### src/rtl/spi_slave_ctrl_gen.sv
// SPI slave transaction controller: header decode, single/burst read and write sequencing, abort detection.
// Optional write protection is compiled in with SPI_CTRL_WRITE_PROTECT_EN.
module spi_slave_ctrl_gen #(
  parameter int unsigned ADDR_W = 7,
  parameter int unsigned DATA_W = 8,
  parameter int unsigned CNT_W  = 4
) (
  input  logic             sclk_pin,
  input  logic             reset_counter,
  input  logic             cs_pin,
  input  logic             rw,
  input  logic             burst_en,
`ifdef SPI_CTRL_WRITE_PROTECT_EN
  input  logic             wp_pin,
  output logic             wp_err,
`endif
  output logic             shift_wren,
  output logic             addr_wren,
  output logic             addr_inc,
  output logic             dm_wren,
  output logic             miso_en,
  output logic [CNT_W-1:0] bit_cnt,
  output logic             busy,
  output logic             frame_err
);

  localparam int unsigned HDR_LEN = ADDR_W + 1;
  localparam logic [CNT_W-1:0] HDR_LAST = CNT_W'(HDR_LEN - 1);
  localparam logic [CNT_W-1:0] DAT_LAST = CNT_W'(DATA_W - 1);

  typedef enum logic [2:0] {
    S_HEADER, S_DECODE, S_RD_LOAD, S_RD_SHIFT,
    S_RD_INC, S_WR_SHIFT, S_WR_COMMIT, S_DONE
  } state_t;

  state_t state;
  logic   wr_burst;
  logic   abort_err_c;

  // Deselect counts as an abort only when a frame is genuinely in flight.
  always_comb begin
    abort_err_c = 1'b0;
    case (state)
      S_HEADER:    abort_err_c = (bit_cnt != '0);
      S_DECODE,
      S_RD_LOAD,
      S_RD_SHIFT,
      S_WR_SHIFT,
      S_WR_COMMIT: abort_err_c = 1'b1;
      default:     abort_err_c = 1'b0;
    endcase
  end

  // Outputs are registered with the value belonging to the state being entered.
  always_ff @(posedge sclk_pin or posedge reset_counter) begin
    if (reset_counter) begin
      state      <= S_HEADER;
      bit_cnt    <= '0;
      wr_burst   <= 1'b0;
      shift_wren <= 1'b0;
      addr_wren  <= 1'b0;
      addr_inc   <= 1'b0;
      dm_wren    <= 1'b0;
      miso_en    <= 1'b0;
      busy       <= 1'b0;
      frame_err  <= 1'b0;
`ifdef SPI_CTRL_WRITE_PROTECT_EN
      wp_err     <= 1'b0;
`endif
    end else begin
      shift_wren <= 1'b0;
      addr_wren  <= 1'b0;
      addr_inc   <= 1'b0;
      dm_wren    <= 1'b0;
      miso_en    <= 1'b0;
      busy       <= 1'b1;
      if (cs_pin) begin
        state   <= S_HEADER;
        bit_cnt <= '0;
        busy    <= 1'b0;
        if (abort_err_c) frame_err <= 1'b1;
      end else begin
        case (state)
          S_HEADER: begin
            if (bit_cnt == '0) begin
              frame_err <= 1'b0;
`ifdef SPI_CTRL_WRITE_PROTECT_EN
              wp_err    <= 1'b0;
`endif
            end
            if (bit_cnt == HDR_LAST) begin
              state     <= S_DECODE;
              bit_cnt   <= '0;
              addr_wren <= 1'b1;
            end else begin
              bit_cnt <= bit_cnt + CNT_W'(1);
            end
          end
          S_DECODE: begin
            if (rw) begin
              state      <= S_RD_LOAD;
              shift_wren <= 1'b1;
              miso_en    <= 1'b1;
            end else begin
              state <= S_WR_SHIFT;
            end
          end
          S_RD_LOAD: begin
            state   <= S_RD_SHIFT;
            miso_en <= 1'b1;
          end
          S_RD_SHIFT: begin
            if (bit_cnt == DAT_LAST) begin
              bit_cnt <= '0;
              if (burst_en) begin
                state    <= S_RD_INC;
                addr_inc <= 1'b1;
                miso_en  <= 1'b1;
              end else begin
                state <= S_DONE;
                busy  <= 1'b0;
              end
            end else begin
              bit_cnt <= bit_cnt + CNT_W'(1);
              miso_en <= 1'b1;
            end
          end
          S_RD_INC: begin
            state      <= S_RD_LOAD;
            shift_wren <= 1'b1;
            miso_en    <= 1'b1;
          end
          S_WR_SHIFT: begin
            if (bit_cnt == DAT_LAST) begin
              state    <= S_WR_COMMIT;
              bit_cnt  <= '0;
              addr_inc <= burst_en;
              wr_burst <= burst_en;
`ifdef SPI_CTRL_WRITE_PROTECT_EN
              dm_wren  <= ~wp_pin;
              if (wp_pin) wp_err <= 1'b1;
`else
              dm_wren  <= 1'b1;
`endif
            end else begin
              bit_cnt <= bit_cnt + CNT_W'(1);
            end
          end
          S_WR_COMMIT: begin
            if (wr_burst) begin
              state <= S_WR_SHIFT;
            end else begin
              state <= S_DONE;
              busy  <= 1'b0;
            end
          end
          S_DONE: begin
            busy <= 1'b0;
          end
          default: begin
            state   <= S_HEADER;
            bit_cnt <= '0;
            busy    <= 1'b0;
          end
        endcase
      end
    end
  end

endmodule
### config.mk
export PLATFORM = sky130hd
export DESIGN_NAME = spi_slave_ctrl_gen
export DESIGN_NICKNAME = d
export VERILOG_FILES = /design/src/rtl/spi_slave_ctrl_gen.sv
export SDC_FILE = /design/constraint.sdc
export NUM_CORES = 1
export LEC_CHECK = 0
export ABC_AREA = 1
export BUFFER_PORTS_ARGS = -buffer_cell sky130_fd_sc_hd__buf_2
export CAP_MARGIN = 20
export CORE_MARGIN = 1
export CORE_UTILIZATION = 58
export DETAILED_ROUTE_END_ITERATION = 8
export PLACE_DENSITY = 0.9
export REMOVE_ABC_BUFFERS = 1
export SLEW_MARGIN = 0
export SYNTH_ARGS = -nofsm -noshare
export SYNTH_HDL_FRONTEND = slang
export SYNTH_SLANG_ARGS = --single-unit
### constraint.sdc
create_clock -name sclk_pin -period 2.86 [get_ports sclk_pin]
set_clock_uncertainty 0.15 [all_clocks]
set_input_delay 0.572 -clock sclk_pin [delete_from_list [all_inputs] [get_ports sclk_pin]]
set_output_delay 0.572 -clock sclk_pin [all_outputs]
set_load 0.02 [all_outputs]
==> metrics <==
Worst Path Max Fanout=5; Synth Flop Type=dfrtp_1; number of fillers in the final layout=approximately 120; Synth Area per Inst=roughly 7.8 um^2; CP max stage delay=440 ps; DRT Pass-1 Iters=4; Post-CTS Hold Fix Bufs=0; TritonCTS clock tree=done; worst-case vdd ir drop=about 0.50 mV; Antenna Nets Post-Route=0; Nets=approximately 140; first-pass GRT wire length=around 2900 um; die area=0.001783 mm^2; Post-Syn Area=~940 um^2; EDFF count, synth=0; pin count of the biggest net entering global routing=16; htree depth=1; RSZ-0062 raised after global routing=false; DRT iter0 DRCs=28; Crit-path slowest cell=dfrtp_1; drt wl/cell=11.76 um; pwr dens=around 840 mW/mm^2; PnR worst setup slack=roughly 1200 ps; Inserted Clock Buffers=3; Residual DRC=0; Resized cells post-CTS=0; IO Count=16; Setup TNS=0 ps; fin crit period=approximately 1600 ps; FFs w/ async S/R, synth=1.000; Slew Viols, Final=0; total wire length=roughly 1800 um; Clock transition at path regs=about 90 ps; CP top delay family=flip-flops; CP Launch Type=flip-flop; Sink Count=15; Max Freq=around 610 MHz; Final Hold Viols=0; Required @ worst endpoint=2140 ps; Root Buffer=clkbuf_4; Buf/Inv on CP=1; Yosys reg bits=15; # Max-Cap Violations=0; leakage=0.5637 nW; Placer Congestion=~0.87; GRT Resource Usage Total=0.2184; clk buf depth=2; layout cells sized above 1=0.2574; period utilization=0.5749; Hold Path Class=input pin to asynchronous set/reset pin; critical path type=flip-flop to output port; global route total overflow=0; Final setup viols=0; Least-Margin Pin Slew=about 540 ps; Area Growth Syn to Fin=8.266%; pre-CTS setup slack=1187 ps; status=finished, final reports clean; Relative slew margins=0.6426; HPWL after DPL=approximately 1400 um; Initial Util=0.6229; post-CTS setup buffer count=0; number of vias per cell=approximately 5.5; core area=roughly 0.0015 mm^2; initial antenna violation count=0; Synth cell types=22; Worst Path Arrival=approximately 920 ps; width of the die=42.23 um; DR vias=between 800 and 900; Site Rows=14; nature of the critical path endpoint=output port; number of synthesis warnings=0; post-synthesis sequential area ratio=0.4000; I/O Buffers=15; vias in the first global route=between 700 and 800; ANT cells=0; Worst-Skew Late Latency=between 200 and 300 ps; Gate Count Post-Synth=between 100 and 150; CP cell instances=buf_2; die height=approximately 42 um
==> power breakdown <==
group | internal (W) | switching (W)
registers | 0.000254 | 0.0000717
logic | 0.000136 | 0.000269
clock network | 0.0000520 | 0.0000709
==> kinds of logic (layout without fill, tap and decap cells) <==
group | Yosys count | count (layout) | synth area share
AOI/OAI and AO/OA | 14 | 14 | 0.07733
xor gates and xnor gates | 1 | 1 | 0.009335
adders and majority gates | 2 | 2 | 0.02666
buffers and inverters | 22 | 37 | 0.1227
DFF | 15 | 15 | 0.4000
and+or+nand+nor | 67 | 67 | 0.3640
==> cells in the final DEF (no fill, tap or decap), drive strengths merged <==
cell / instances
ha: 2
nor2: 18
buf: 15
nand4: 1
a21oi: 3
o21bai: 1
nand2: 33
clkinv: 1
xor2: 1
inv: 18
nand3: 14
clkbuf: 3
dfrtp: 15
o21ai: 10
nor4: 1
==> cell type report <==
| class | count | area, um^2 | area share |
|---|---|---|---|
| clock buffers | 3 | 22.52 | 0.02217 |
| clock inverters | 1 | 5.005 | 0.004926 |
| inverters | 18 | 70.07 | 0.06897 |
| multi-input cells | 84 | 447.9 | 0.4409 |
| flip-flops and latches | 15 | 375.4 | 0.3695 |
| well taps | 16 | 20.02 | 0.01970 |
| repair buffers | 15 | 75.07 | 0.07389 |
==> registers in the layout (all words and copies together) (netlist names) <==
name,cells
addr_wren,1
frame_err,1
shift_wren,1
busy,1
bit_cnt,4
dm_wren,1
wr_burst,1
state,3
addr_inc,1
miso_en,1
==> final timing paths <==
kind / startpoint / to / slack (ps) / cells after the start
setup / recovery: bit_cnt[3]$_DFFE_PP0P_ / bit_cnt[3] / 1220 / 1
hold / removal: reset_counter / bit_cnt[3]$_DFFE_PP0P_ / 160 / 2
setup reg to reg: bit_cnt[0]$_DFFE_PP0P_ / state[0]$_DFFE_PP0P_ / 1230 / 9
hold reg to reg: wr_burst$_DFFE_PP0P_ / wr_burst$_DFFE_PP0P_ / 390 / 2
max in group asynchronous: reset_counter / dm_wren$_DFF_PP0_ / 2050 / 2
min in group sclk_pin: wr_burst$_DFFE_PP0P_ / wr_burst$_DFFE_PP0P_ / 390 / 2
==> stage by stage <==
| stage | instances | cell area, um^2 | utilization | power, W | hold slack [ps] |
|---|---|---|---|---|---|
| 2_1_floorplan | 117 | 893.4 | - | 0.0006248 | 319.2 |
| 3_3_place_gp | 148 | 988.4 | 0.6561 | 0.0007106 | 337.8 |
| 3_5_place_dp | 148 | 988.4 | 0.6561 | 0.0007259 | 367.3 |
| 4_1_cts | 152 | 1016 | 0.6744 | 0.0008464 | 177.6 |
| 5_1_grt | 152 | 1016 | 0.6744 | 0.0009128 | 209.4 |
| 6_report | 152 | 1016 | 0.6744 | 0.0008546 | 155.3 |
==> cell usage after synthesis, types with 2 or more instances <==
| library cell | n | area, um^2 |
|---|---|---|
| a21oi_1 | 3 | 15.01 |
| buf_6 | 4 | 45.04 |
| dfrtp_1 | 15 | 375.4 |
| ha_1 | 2 | 25.02 |
| inv_1 | 15 | 56.30 |
| inv_2 | 2 | 7.510 |
| nand2_1 | 29 | 108.9 |
| nand2_2 | 3 | 18.77 |
| nand3_1 | 11 | 55.05 |
| nand3_2 | 2 | 20.02 |
| nor2_1 | 12 | 45.04 |
| nor2_2 | 3 | 18.77 |
| nor2_4 | 3 | 33.78 |
| o21ai_0 | 6 | 30.03 |
| o21ai_1 | 4 | 20.02 |
==> layer usage <==
metal	part of all wire	vias to the layer above	global-route usage	routed length [um]
li1	-	410	-	-
met3	0.074	7	0.03879	132
met5	0	-	0	0
met2	0.48	35	0.3662	849
met1	0.43	378	0.2742	769
met4	0.020	0	0.09375	36
(Power assumes the default switching activity.)
